### src/rtl/mul_arbiter_pkg.sv
`default_nettype none
// +----------------------------------------------------------------------------+
// | Module      : mul_arbiter_pkg                                               |
// | Description : Shared types and op encodings for the multiplier arbiter.    |
// | Revision    : 1.0 - initial release                                         |
// +----------------------------------------------------------------------------+

// Fallbacks for the shared RISC-V defines; a prior include of riscv_defines.vh
// takes precedence because every definition is guarded.
`ifndef MUL_OP_WIDTH
`define MUL_OP_WIDTH 2
`endif
`ifndef MUL_OP_MUL
`define MUL_OP_MUL   2'b00
`endif
`ifndef MUL_OP_MULH
`define MUL_OP_MULH  2'b01
`endif
`ifndef MUL_OP_MULSU
`define MUL_OP_MULSU 2'b10
`endif
`ifndef MUL_OP_MULU
`define MUL_OP_MULU  2'b11
`endif

package mul_arbiter_pkg;

  localparam int OP_W = `MUL_OP_WIDTH;

  typedef logic [OP_W-1:0] mul_op_t;

  localparam mul_op_t MUL_OP_MUL   = `MUL_OP_MUL;
  localparam mul_op_t MUL_OP_MULH  = `MUL_OP_MULH;
  localparam mul_op_t MUL_OP_MULSU = `MUL_OP_MULSU;
  localparam mul_op_t MUL_OP_MULU  = `MUL_OP_MULU;

  // One multiply transaction: operands plus op, as sent downstream.
  typedef struct packed {
    logic [31:0] a;
    logic [31:0] b;
    mul_op_t     op;
  } mul_req_t;

  function automatic mul_req_t pack_req(input logic [31:0] a,
                                        input logic [31:0] b,
                                        input mul_op_t     op);
    mul_req_t r;
    r.a  = a;
    r.b  = b;
    r.op = op;
    return r;
  endfunction

endpackage

`default_nettype wire

### src/rtl/mul_arbiter_if.sv
`default_nettype none
// +----------------------------------------------------------------------------+
// | Module      : mul_arbiter_if                                                |
// | Description : Requester and multiplier handshake bundle for mul_arbiter.   |
// |               slave = arbiter view, master = requesters + multiplier view. |
// | Revision    : 1.0 - initial release                                         |
// +----------------------------------------------------------------------------+
interface mul_arbiter_if;
  import mul_arbiter_pkg::*;

  logic        req0_valid;
  logic [31:0] req0_a;
  logic [31:0] req0_b;
  mul_op_t     req0_op;
  logic        req0_ready;
  logic [31:0] req0_result;

  logic        req1_valid;
  logic [31:0] req1_a;
  logic [31:0] req1_b;
  mul_op_t     req1_op;
  logic        req1_ready;
  logic [31:0] req1_result;

  logic        mul_valid;
  logic [31:0] mul_a;
  logic [31:0] mul_b;
  mul_op_t     mul_op;
  logic        mul_ready;
  logic [31:0] mul_result;

  modport slave (
    input  req0_valid, req0_a, req0_b, req0_op,
    input  req1_valid, req1_a, req1_b, req1_op,
    input  mul_ready, mul_result,
    output req0_ready, req0_result, req1_ready, req1_result,
    output mul_valid, mul_a, mul_b, mul_op
  );

  modport master (
    output req0_valid, req0_a, req0_b, req0_op,
    output req1_valid, req1_a, req1_b, req1_op,
    output mul_ready, mul_result,
    input  req0_ready, req0_result, req1_ready, req1_result,
    input  mul_valid, mul_a, mul_b, mul_op
  );
endinterface

`default_nettype wire

### src/rtl/mul_arbiter_rr_arb2.sv
`default_nettype none
// +----------------------------------------------------------------------------+
// | Module      : rr_arb2                                                       |
// | Description : 2-way round-robin grant; a tie goes to the requester that    |
// |               was not granted last.                                         |
// | Revision    : 1.0 - initial release                                         |
// +----------------------------------------------------------------------------+
module rr_arb2 (
  input  logic [1:0] valid,
  input  logic       last_grant,
  output logic       gnt_valid,
  output logic       gnt_idx
);

  assign gnt_valid = |valid;
  // Single requester wins outright; with both pending, alternate.
  assign gnt_idx   = (&valid) ? ~last_grant : valid[1];

endmodule

`default_nettype wire

### src/rtl/mul_arbiter.sv
`default_nettype none
// +----------------------------------------------------------------------------+
// | Module      : mul_arbiter                                                   |
// | Description : Shares one iterative multiplier between two requesters with  |
// |               round-robin grant and one transaction outstanding.           |
// |               Optional macro MUL_ARB_RESULT_CACHE_EN adds a one-entry      |
// |               result cache that bypasses the multiplier on a repeat op.    |
// | Revision    : 1.0 - initial release                                         |
// +----------------------------------------------------------------------------+
module mul_arbiter
  import mul_arbiter_pkg::*;
(
  input  logic         clk,
  input  logic         resetn,
  mul_arbiter_if.slave bus
);

  localparam int ST_W    = 4;
  localparam int S_IDLE  = 0;
  localparam int S_BUSY  = 1;
  localparam int S_DRAIN = 2;
  localparam int S_RESP  = 3;

  localparam logic [ST_W-1:0] ST_IDLE  = 4'b0001;
  localparam logic [ST_W-1:0] ST_BUSY  = 4'b0010;
  localparam logic [ST_W-1:0] ST_DRAIN = 4'b0100;
  localparam logic [ST_W-1:0] ST_RESP  = 4'b1000;

  logic [ST_W-1:0]  r_state, w_state_nxt;
  logic             r_last_grant, w_last_grant_nxt;
  logic             r_grant, w_grant_nxt;
  logic             w_gnt_valid, w_gnt_idx, w_gnt_req_valid;
  mul_req_t         w_sel_req, r_mul_req, w_mul_req_nxt;
  logic             r_mul_valid, w_mul_valid_nxt;
  logic [31:0]      r_mul_res, w_mul_res_nxt;
  logic [1:0]       r_ready, w_ready_nxt;
  logic [1:0][31:0] r_result, w_result_nxt;
  logic             w_cache_hit;
  logic [31:0]      w_cache_res;

  rr_arb2 u_rr_arb2 (
    .valid      ({bus.req1_valid, bus.req0_valid}),
    .last_grant (r_last_grant),
    .gnt_valid  (w_gnt_valid),
    .gnt_idx    (w_gnt_idx)
  );

  assign w_sel_req = w_gnt_idx ? pack_req(bus.req1_a, bus.req1_b, bus.req1_op)
                               : pack_req(bus.req0_a, bus.req0_b, bus.req0_op);
  // Valid of whichever requester owns the in-flight transaction.
  assign w_gnt_req_valid = r_grant ? bus.req1_valid : bus.req0_valid;

`ifdef MUL_ARB_RESULT_CACHE_EN
  logic        r_cache_vld;
  mul_req_t    r_cache_req;
  logic [31:0] r_cache_res;
  logic        w_cache_wr;

  // Every real multiplier completion refreshes the cache, abandoned or not.
  assign w_cache_wr = r_state[S_BUSY] && bus.mul_ready;

  // One-entry cache of the last completed {a, b, op, result}.
  always_ff @(posedge clk) begin
    if (!resetn) begin
      r_cache_vld <= 1'b0;
      r_cache_req <= '0;
      r_cache_res <= '0;
    end else if (w_cache_wr) begin
      r_cache_vld <= 1'b1;
      r_cache_req <= r_mul_req;
      r_cache_res <= bus.mul_result;
    end
  end

  assign w_cache_hit = r_cache_vld && (r_cache_req == w_sel_req);
  assign w_cache_res = r_cache_res;
`else
  assign w_cache_hit = 1'b0;
  assign w_cache_res = '0;
`endif

  // State register.
  always_ff @(posedge clk) begin
    if (!resetn) r_state <= ST_IDLE;
    else         r_state <= w_state_nxt;
  end

  // Next-state decode; an illegal encoding falls back to IDLE.
  always_comb begin
    w_state_nxt = r_state;
    if (r_state[S_IDLE]) begin
      if (w_gnt_valid) w_state_nxt = w_cache_hit ? ST_RESP : ST_BUSY;
    end else if (r_state[S_BUSY]) begin
      if (bus.mul_ready) w_state_nxt = ST_DRAIN;
    end else if (r_state[S_DRAIN]) begin
      if (!bus.mul_ready) w_state_nxt = w_gnt_req_valid ? ST_RESP : ST_IDLE;
    end else if (r_state[S_RESP]) begin
      if (!w_gnt_req_valid) w_state_nxt = ST_IDLE;
    end else begin
      w_state_nxt = ST_IDLE;
    end
  end

  // Next values for the registered outputs and datapath.
  always_comb begin
    w_mul_valid_nxt  = r_mul_valid;
    w_mul_req_nxt    = r_mul_req;
    w_mul_res_nxt    = r_mul_res;
    w_ready_nxt      = r_ready;
    w_result_nxt     = r_result;
    w_grant_nxt      = r_grant;
    w_last_grant_nxt = r_last_grant;
    if (r_state[S_IDLE]) begin
      if (w_gnt_valid) begin
        w_grant_nxt = w_gnt_idx;
        if (w_cache_hit) begin
          w_ready_nxt[w_gnt_idx]  = 1'b1;
          w_result_nxt[w_gnt_idx] = w_cache_res;
        end else begin
          w_mul_valid_nxt = 1'b1;
          w_mul_req_nxt   = w_sel_req;
        end
      end
    end else if (r_state[S_BUSY]) begin
      if (bus.mul_ready) begin
        w_mul_valid_nxt = 1'b0;
        w_mul_res_nxt   = bus.mul_result;
      end
    end else if (r_state[S_DRAIN]) begin
      // An abandoned request simply never gets its ready pulse.
      if (!bus.mul_ready && w_gnt_req_valid) begin
        w_ready_nxt[r_grant]  = 1'b1;
        w_result_nxt[r_grant] = r_mul_res;
      end
    end else if (r_state[S_RESP]) begin
      if (!w_gnt_req_valid) begin
        w_ready_nxt[r_grant] = 1'b0;
        w_last_grant_nxt     = r_grant;
      end
    end else begin
      w_mul_valid_nxt = 1'b0;
      w_ready_nxt     = 2'b00;
    end
  end

  // Output and datapath registers; last_grant=1 lets req0 win the first tie.
  always_ff @(posedge clk) begin
    if (!resetn) begin
      r_mul_valid  <= 1'b0;
      r_mul_req    <= '0;
      r_mul_res    <= '0;
      r_ready      <= 2'b00;
      r_result     <= '0;
      r_grant      <= 1'b0;
      r_last_grant <= 1'b1;
    end else begin
      r_mul_valid  <= w_mul_valid_nxt;
      r_mul_req    <= w_mul_req_nxt;
      r_mul_res    <= w_mul_res_nxt;
      r_ready      <= w_ready_nxt;
      r_result     <= w_result_nxt;
      r_grant      <= w_grant_nxt;
      r_last_grant <= w_last_grant_nxt;
    end
  end

  assign bus.mul_valid   = r_mul_valid;
  assign bus.mul_a       = r_mul_req.a;
  assign bus.mul_b       = r_mul_req.b;
  assign bus.mul_op      = r_mul_req.op;
  assign bus.req0_ready  = r_ready[0];
  assign bus.req1_ready  = r_ready[1];
  assign bus.req0_result = r_result[0];
  assign bus.req1_result = r_result[1];

endmodule

`default_nettype wire

### src/flat_wrapper.sv
// flat-port wrapper written by rule: the top's interface ports become plain ports
module mul_arbiter_flat import mul_arbiter_pkg::*;
  (clk, resetn, bus_req0_valid, bus_req0_a, bus_req0_b, bus_req0_op, bus_req1_valid, bus_req1_a, bus_req1_b, bus_req1_op, bus_mul_ready, bus_mul_result, bus_req0_ready, bus_req0_result, bus_req1_ready, bus_req1_result, bus_mul_valid, bus_mul_a, bus_mul_b, bus_mul_op);
  mul_arbiter_if bus_i ();
  input  logic clk;
  input  logic resetn;
  input wire logic [$bits(bus_i.req0_valid)-1:0] bus_req0_valid;
  input wire logic [$bits(bus_i.req0_a)-1:0] bus_req0_a;
  input wire logic [$bits(bus_i.req0_b)-1:0] bus_req0_b;
  input wire logic [$bits(bus_i.req0_op)-1:0] bus_req0_op;
  input wire logic [$bits(bus_i.req1_valid)-1:0] bus_req1_valid;
  input wire logic [$bits(bus_i.req1_a)-1:0] bus_req1_a;
  input wire logic [$bits(bus_i.req1_b)-1:0] bus_req1_b;
  input wire logic [$bits(bus_i.req1_op)-1:0] bus_req1_op;
  input wire logic [$bits(bus_i.mul_ready)-1:0] bus_mul_ready;
  input wire logic [$bits(bus_i.mul_result)-1:0] bus_mul_result;
  output wire logic [$bits(bus_i.req0_ready)-1:0] bus_req0_ready;
  output wire logic [$bits(bus_i.req0_result)-1:0] bus_req0_result;
  output wire logic [$bits(bus_i.req1_ready)-1:0] bus_req1_ready;
  output wire logic [$bits(bus_i.req1_result)-1:0] bus_req1_result;
  output wire logic [$bits(bus_i.mul_valid)-1:0] bus_mul_valid;
  output wire logic [$bits(bus_i.mul_a)-1:0] bus_mul_a;
  output wire logic [$bits(bus_i.mul_b)-1:0] bus_mul_b;
  output wire logic [$bits(bus_i.mul_op)-1:0] bus_mul_op;
  assign bus_i.req0_valid = bus_req0_valid;
  assign bus_i.req0_a = bus_req0_a;
  assign bus_i.req0_b = bus_req0_b;
  assign bus_i.req0_op = bus_req0_op;
  assign bus_i.req1_valid = bus_req1_valid;
  assign bus_i.req1_a = bus_req1_a;
  assign bus_i.req1_b = bus_req1_b;
  assign bus_i.req1_op = bus_req1_op;
  assign bus_i.mul_ready = bus_mul_ready;
  assign bus_i.mul_result = bus_mul_result;
  assign bus_req0_ready = bus_i.req0_ready;
  assign bus_req0_result = bus_i.req0_result;
  assign bus_req1_ready = bus_i.req1_ready;
  assign bus_req1_result = bus_i.req1_result;
  assign bus_mul_valid = bus_i.mul_valid;
  assign bus_mul_a = bus_i.mul_a;
  assign bus_mul_b = bus_i.mul_b;
  assign bus_mul_op = bus_i.mul_op;
  mul_arbiter u_core (.clk(clk), .resetn(resetn), .bus(bus_i));
endmodule
### config.mk
export PLATFORM = sky130hd
export DESIGN_NAME = mul_arbiter_flat
export DESIGN_NICKNAME = d
export VERILOG_FILES = /design/src/rtl/mul_arbiter_pkg.sv /design/src/rtl/mul_arbiter_if.sv /design/src/rtl/mul_arbiter_rr_arb2.sv /design/src/rtl/mul_arbiter.sv /design/src/flat_wrapper.sv
export SDC_FILE = /design/constraint.sdc
export NUM_CORES = 1
export LEC_CHECK = 0
export BUFFER_PORTS_ARGS = -buffer_cell sky130_fd_sc_hd__buf_2
export CORE_MARGIN = 1
export CORE_UTILIZATION = 47
export DETAILED_ROUTE_END_ITERATION = 6
export PLACE_DENSITY = 0.78
export SETUP_SLACK_MARGIN = 0.15
export SLEW_MARGIN = 20
export SYNTH_ARGS = -nofsm -noshare
export SYNTH_HDL_FRONTEND = slang
export SYNTH_SLANG_ARGS = --single-unit
### constraint.sdc
create_clock -name clk -period 1.9 [get_ports clk]
set_input_delay 0.095 -clock clk [delete_from_list [all_inputs] [get_ports clk]]
set_output_delay 0.095 -clock clk [all_outputs]
set_load 0.05 [all_outputs]
==> results.txt, run 1 <==
----------------------------------------------------
[Critical path]
  Cell family with the largest share of critical-path delay ... simple AND/OR/NAND/NOR gates
  Worst-path cell chain ... or4b_4 -> or3b_4 -> buf_12 -> mux2i_2
  Crit Path Category ... register to register
  Type of element capturing the critical path ... register
  Slowest stage cell on the critical path ... sky130_fd_sc_hd__or4b_4
  Critical path buffer and inverter count ... 1
  Delay of the slowest cell on the worst path ... 0.53 ns
  Launch instance of the worst register-to-register path ... u_core.r_state[0]$_SDFF_PN1_
  Critical Path Start ... u_core.r_state[0]$_SDFF_PN1_
  Worst EP arrival ... approximately 2.1 ns
  Kind of launch point of the worst setup path ... register
  Highest net fanout along the worst path ... 9
  Required @ worst endpoint ... 2.21 ns

[Finish]
  Fraction of final layout cells with drive strength greater than 1 ... 29.2%
  Post-route core utilization ... about 77%
  Signed area change from the synthesized netlist to the final layout ... 60.6%
  Number of nets at the end of the flow ... approximately 1400

[GRT]
  Number of global-route vias before repair ... 7728
  Pin count of the biggest net entering global routing ... 123
  Number of antenna violations at the first check in global routing ... 6
  Wire length of the first global-routing pass ... approximately 38000 um
  Grt total ovfl ... 0
  Total routing usage reported by global routing ... about a third

[Yosys]
  Post-synth top flop ... sky130_fd_sc_hd__dfxtp_1
  Fraction of registers with async set or reset after synthesis ... 0%
  Largest family of logic cells by synthesized area ... compound AO/OA/AOI/OAI gates
  Xor-xnor portion of the synthesized cell area ... 0%
  Syn. warnings ... 0
  Top-count cell post-synth ... sky130_fd_sc_hd__nand2_1
  Proportion of synthesized area in mux cells ... about a tenth
  Sequential cell area fraction in the yosys report ... between 50 and 60%
  Compound-gate portion of the synthesized area ... between 10% and 20%
  Post-synth top area share ... approximately half
  Ranking of synthesized cells by area ... sky130_fd_sc_hd__dfxtp_1 (51%), sky130_fd_sc_hd__nand2_1 (13%), sky130_fd_sc_hd__a21oi_1 (13%)
  Synth unique cells ... 34
  Synthesized-area fraction occupied by adder cells ... 0%
  Simple-gate share of the synthesized area ... 14.8%
  Cells after synthesis ... between 800 and 900
  Synth top cells by count ... sky130_fd_sc_hd__nand2_1 (230), sky130_fd_sc_hd__dfxtp_1 (171), sky130_fd_sc_hd__a21oi_1 (168), sky130_fd_sc_hd__o21ai_0 (70), sky130_fd_sc_hd__mux2i_1 (64)
  Synth area leader ... sky130_fd_sc_hd__dfxtp_1
  Average footprint of a synthesized cell ... 8.26 um2
  Syn Nets ... approximately 1000
  EDFF count, synth ... 0
  Cell area after synthesis ... 6650 um2
  Post-synthesis sequential element count ... roughly 170

[Timing]
  Relative max-transition margin ... 37.7%
  Final hold viol count ... 0
  Max-slew violation total from the final report ... 0
  Final count of negative-setup-slack endpoints ... 0
  Final TNS setup ... 0 ns
  Setup repair after global routing missed its margin ... yes
  Worst-case clock skew ... roughly 0.0092 ns
  Worst-margin pin slew ... 0.931 ns
  Final critical-path share of the clock period ... 93.5%
  Time the worst path needs with I/O delays and setup ... 1.78 ns
  Max Clk Rate ... around 0.56 GHz

[Drt]
  Wire length per cell ... 17.7 um
  First-pass iteration count of the detailed router ... 7
  Final wirelength ... 25500 um
  Initial DRC Count ... 659
  Routed vias ... a little under 8000
  DR vias/cell ... 5.52
  Antenna-violating nets left ... 0
  Number of DRC violations after detailed routing ... 0

[Placement]
  Hpwl dp ... 12900 um
  Global placer's final weighted congestion ... about 0.81
  Port Buf Inserts ... about 300

[Worst hold path]
  Hold Crit Start ... bus_mul_ready
  Worst hold-check path type ... input pin to register

[Outcome]
  Outcome ... completed

[Power]
  Power share of the sequential group ... 41.5%
  Reported leakage power ... 0.00497 uW
  Power share of the clock group ... about two fifths
  Maximum ir drop on the vdd rail ... roughly 0.81 mV
  Fraction of power spent switching nets ... a little over 30%
  P_int ... around 6500 uW
  Pwr Density ... 871 nW/um2
  Net switching component of the power ... approximately 2800 uW
  Proportion of power drawn by combinational gates ... 19.9%

[Floorplanning]
  Die span in y ... approximately 120 um
  Horiz. Die Dim ... 121 um
  Core region area ... roughly 14000 um2
  Num rows ... 43
  I/O Pins ... between 300 and 400
  Floorplan die area ... around 15000 um2
  Starting Density ... 48.1%

[Clock tree]
  CTS Buf Count ... 17
  Clock input transition at the sequential cells of the worst setup and hold paths ... ~0.060 ns
  TritonCTS clock tree ... done
  Number of sinks handled by clock tree synthesis ... ~170
  Post-CTS Setup Repair Bufs ... 0
  CTS HTree Levels ... 4
  Clock root cell ... sky130_fd_sc_hd__clkbuf_16
  Clock latency reported for the late side of the worst-skew pair ... approximately 0.42 ns
  Clock Tree Buf Depth ... 2

[Flow run]
  Reported max-cap violation count ... 0

----------------------------------------------------
## power by group through the flow
stage / registers (uW) / clock network (uW) / logic [uW]
after floorplan: 4450 / 0 / 462
after global placement: 3910 / 0 / 1480
after CTS: 3840 / 3600 / 1750
after global routing: 3880 / 3750 / 1950
after detailed placement: 3910 / 0 / 1490
final: 3860 / 3580 / 1860
## final timing paths
check | endpoint | slack [ns] | cells past startpoint
max | u_core.bus.req0_result[17]$_SDFFE_PN0P_ | 0.12 | 4
min | u_core.r_state[1]$_SDFFE_PN0N_ | 0.09 | 4
max reg2reg | u_core.bus.req0_result[17]$_SDFFE_PN0P_ | 0.12 | 4
min reg2reg | u_core.r_mul_res[24]$_SDFFE_PN0P_ | 0.45 | 2
## worst register-to-register path, cell delays in order, from the launching register on
cell                      delay, ns
sky130_fd_sc_hd__dfxtp_2       0.32
sky130_fd_sc_hd__or4b_4        0.53
sky130_fd_sc_hd__or3b_4        0.48
sky130_fd_sc_hd__buf_12        0.18
sky130_fd_sc_hd__mux2i_2       0.15
## flip-flops by register name (all words and copies together) (netlist names)
name / count
u_core.bus.mul_op: 2
u_core.r_mul_res: 32
u_core.r_grant: 1
u_core.r_state: 4
u_core.r_ready: 2
u_core.bus.mul_a: 32
u_core.bus.mul_b: 32
u_core.bus.req0_result: 32
u_core.bus.req1_result: 32
u_core.r_last_grant: 1
u_core.bus.mul_valid: 1
## per-stage QoR
stage | total power (uW) | instances | hold slack [ns] | worst slack (ns) | instance area, um2
floorplan | 4910 | 805 | 0.229 | 0.159 | 6650
global placement | 5390 | 1239 | 0.338 | 0.0953 | 8360
detailed placement | 5400 | 1239 | 0.340 | 0.0588 | 8360
CTS | 9200 | 1435 | 0.0195 | 0.150 | 10600
global route | 9570 | 1442 | 0.111 | 0.102 | 10700
finish | 9300 | 1442 | 0.0914 | 0.124 | 10700
## layer usage
layer	vias to the layer above	track usage (%)	wire length, um	share of wire [%]
li1	3608	-	-	-
met1	3661	36.4	9290	36
met2	533	54.9	12400	49
met3	152	9.45	2110	8.3
met4	2	26.2	1720	6.7
met5	-	0	11	0.043
## timing repair
item,4_1_cts,5_1_grt
hold buffers,163,1
pin swaps,1,1
setup endpoints to repair,33,33
gates cloned,1,1
hold endpoints to repair,98,1
resized for setup,2,3
## final cells by class
type	count	area [um2]
timing repair buffer	488	3440
sequential	171	3430
fill	878	3150
multi-input combinational	565	2970
clock buffer	22	474
tap	180	225
clock inverter	10	133
antenna	5	12.5
inverter	1	3.75
## kinds of logic (layout without fill, tap and decap cells)
family,after synthesis,count (layout)
compound gates,251,251
buf+inv,69,521
flops,171,171
mux,65,65
other cells,0,5
simple gates,249,249
## cell usage in the layout (no fill, tap or decap), drive strengths merged, types with 2 or more instances in the layout
master / n
buf: 323
nand2: 230
dfxtp: 171
a21oi: 168
dlygate4sd3: 164
o21ai: 71
mux2i: 64
clkbuf: 23
clkinv: 6
diode: 5
nor2: 5
inv: 3
and3b: 2
nand2b: 2
nor3: 2
o22ai: 2
bufinv: 2
or4b: 2
o21a: 2
Power figures use the tool's default switching activity.
==> inputs of run 2 (changes only) <==
--- a/config.mk
+++ b/config.mk
@@ -10,6 +10,7 @@
 export CORE_UTILIZATION = 47
 export DETAILED_ROUTE_END_ITERATION = 6
 export PLACE_DENSITY = 0.78
+export RECOVER_POWER = 50
 export SETUP_SLACK_MARGIN = 0.15
 export SLEW_MARGIN = 20
 export SYNTH_ARGS = -nofsm -noshare
==> run 2 against run 1 <==
Net effect: global-route usage is the same; sequential share of layout area grew 0.51 points; clock skew grew 0.00088 ns.
==> results.txt, run 2 (same netlist as run 1, synthesis figures left out) <==
----------------------------------------------------
[Clock tree]
  Number of sinks handled by clock tree synthesis ... 171 (unchanged)
  Clock latency reported for the late side of the worst-skew pair ... 0.43 ns (about the same)
  CTS HTree Levels ... 4 (unchanged)
  Clock root cell ... sky130_fd_sc_hd__clkbuf_16
  TritonCTS clock tree ... done
  CTS Buf Count ... 17 (unchanged)
  Clock input transition at the sequential cells of the worst setup and hold paths ... 0.06 ns (about the same)
  Post-CTS Setup Repair Bufs ... 0 (unchanged)
  Clock Tree Buf Depth ... 2 (unchanged)

[Floorplanning]
  Horiz. Die Dim ... 121 um (unchanged)
  Floorplan die area ... 14600 um2 (unchanged)
  Die span in y ... 121 um (unchanged)
  Core region area ... 13800 um2 (unchanged)
  Num rows ... 43 (unchanged)
  I/O Pins ... 302 (unchanged)
  Starting Density ... 48.1% (unchanged)

[Critical path]
  Required @ worst endpoint ... 2.21 ns (about the same)
  Highest net fanout along the worst path ... 9 (unchanged)
  R2r worst-path depth ... 4 (unchanged)
  Setup crit end ... u_core.bus.req0_result[17]$_SDFFE_PN0P_
  Worst EP arrival ... 2.08 ns (about the same)
  Critical Path Start ... u_core.r_state[0]$_SDFF_PN1_
  Endpoint of the worst-slack reg-to-reg timing path ... u_core.bus.req0_result[17]$_SDFFE_PN0P_
  Launch instance of the worst register-to-register path ... u_core.r_state[0]$_SDFF_PN1_
  Crit Path Category ... register to register
  Type of element capturing the critical path ... register
  Kind of launch point of the worst setup path ... register
  R2r setup slk ... 0.13 ns (about the same)

[Placement]
  Port Buf Inserts ... 301 (unchanged)
  Hpwl dp ... 12900 um (unchanged)
  Global placer's final weighted congestion ... 0.807 (unchanged)

[Drt]
  Antenna-violating nets left ... 0 (unchanged)
  Final wirelength ... 25600 um (+0.42%)
  Wire length per cell ... 17.8 um (+0.42%)
  First-pass iteration count of the detailed router ... 5 (-2)
  Number of DRC violations after detailed routing ... 0 (unchanged)
  Initial DRC Count ... 667 (+1.2%)
  DR vias/cell ... 5.52 (+0.13%)
  Routed vias ... 7966 (+0.13%)

[Timing]
  Setup repair after global routing missed its margin ... yes
  Relative max-transition margin ... 39.4% (+1.7 points)
  Final count of negative-setup-slack endpoints ... 0 (unchanged)
  Final hold viol count ... 0 (unchanged)
  Worst-margin pin slew ... 0.905 ns (-0.0261 ns)
  Max-slew violation total from the final report ... 0 (unchanged)
  Final TNS setup ... 0 ns (unchanged)
  Max Clk Rate ... 0.564 GHz (about the same)
  Final critical-path share of the clock period ... 93.4% (about the same)
  Worst-case clock skew ... 0.0101 ns (+0.000878 ns)
  Time the worst path needs with I/O delays and setup ... 1.77 ns (-0.00174 ns)

[GRT]
  Wire length of the first global-routing pass ... 38000 um (unchanged)
  Grt total ovfl ... 0 (unchanged)
  Number of global-route vias before repair ... 7728 (unchanged)
  Number of antenna violations at the first check in global routing ... 6 (unchanged)
  Pin count of the biggest net entering global routing ... 123 (unchanged)
  Total routing usage reported by global routing ... 33.5% (unchanged)

[Outcome]
  Outcome ... completed

[Finish]
  Signed area change from the synthesized netlist to the final layout ... 58.1%
  Commonest non-fill, non-tap cell in the layout ... sky130_fd_sc_hd__nand2_1
  Number of nets at the end of the flow ... 1413 (unchanged)
  Most frequent cells in the layout ... sky130_fd_sc_hd__nand2_1 (230), sky130_fd_sc_hd__dfxtp_1 (170), sky130_fd_sc_hd__a21oi_1 (168)
  Fraction of final layout cells with drive strength greater than 1 ... 18.5% (-11 points)

[Power]
  Total Power ... 9270 uW (-0.37%)
  Pwr Density ... 882 nW/um2 (+1.2%)
  Maximum ir drop on the vdd rail ... 0.818 mV (+0.71%)
  Reported leakage power ... 0.00444 uW (-11%)

[Flow run]
  Reported max-cap violation count ... 0 (unchanged)

[Worst hold path]
  Worst hold-check path type ... input pin to register

----------------------------------------------------
run 2: cell type report:
| cell class | instances | area (um2) |
|---|---|---|
| clock buffer | 22 | 474 |
| timing repair buffer | 488 | 3270 |
| inverter | 1 | 3.75 |
| clock inverter | 10 | 133 |
| antenna | 5 | 12.5 |
| tap | 180 | 225 |
| sequential | 171 | 3420 |
| multi-input combinational | 565 | 2970 |
| fill | 976 | 3320 |
run 2: stage by stage:
step / std cells / util [%] / hold slack, ns / worst slack (ns) / instance area [um2]
after detailed placement: 1239 / 60.4 / 0.340 / 0.0588 / 8360
after global placement: 1239 / 60.4 / 0.338 / 0.0953 / 8360
final: 1442 / 76.0 / 0.0879 / 0.126 / 10500
after floorplan: 805 / - / 0.229 / 0.159 / 6650
after CTS: 1435 / 76.8 / 0.0195 / 0.150 / 10600
after global routing: 1442 / 76.0 / 0.111 / 0.100 / 10500
run 2: what timing repair did:
action,CTS,global route
cloned,1,1
resized for setup,2,3
pin swaps,1,1
setup endpoints to repair,33,33
endpoints found under the hold margin,98,1
hold buffers,163,1
run 2: per-layer routing:
layer	share of wire, %	wire (um)	vias to the layer above	global-route usage (%)
met5	0.043	11	-	0
met4	6.6	1700	2	26.2
met3	8.4	2150	162	9.45
met2	49	12500	556	54.9
met1	36	9310	3639	36.4
li1	-	-	3607	-
run 2: power by group:
part           internal, uW  switching (uW)
Sequential             3760             107
Clock                  2070            1510
Combinational           611            1200
Total                  6450            2820
run 2: worst min path at each step:
stage / start / endpoint / slack [ns] / cells after the start
after floorplan: bus_req0_a[0] / u_core.bus.mul_a[0]$_SDFFE_PN0P_ / 0.23 / 2
after global placement: bus_req0_b[19] / u_core.bus.mul_b[19]$_SDFFE_PN0P_ / 0.34 / 3
after detailed placement: bus_req0_b[11] / u_core.bus.mul_b[11]$_SDFFE_PN0P_ / 0.34 / 3
after CTS: bus_req1_b[15] / u_core.bus.mul_b[15]$_SDFFE_PN0P_ / 0.02 / 3
after global routing: bus_mul_ready / u_core.r_state[1]$_SDFFE_PN0N_ / 0.11 / 4
final: bus_mul_ready / u_core.r_state[1]$_SDFFE_PN0N_ / 0.09 / 4
run 2: worst max-delay path, stage by stage, from the launching register on:
cell and delay [ns]:
sky130_fd_sc_hd__dfxtp_1 0.32, sky130_fd_sc_hd__or4b_4 0.54, sky130_fd_sc_hd__or3b_4 0.48, sky130_fd_sc_hd__buf_12 0.18, sky130_fd_sc_hd__mux2i_2 0.15
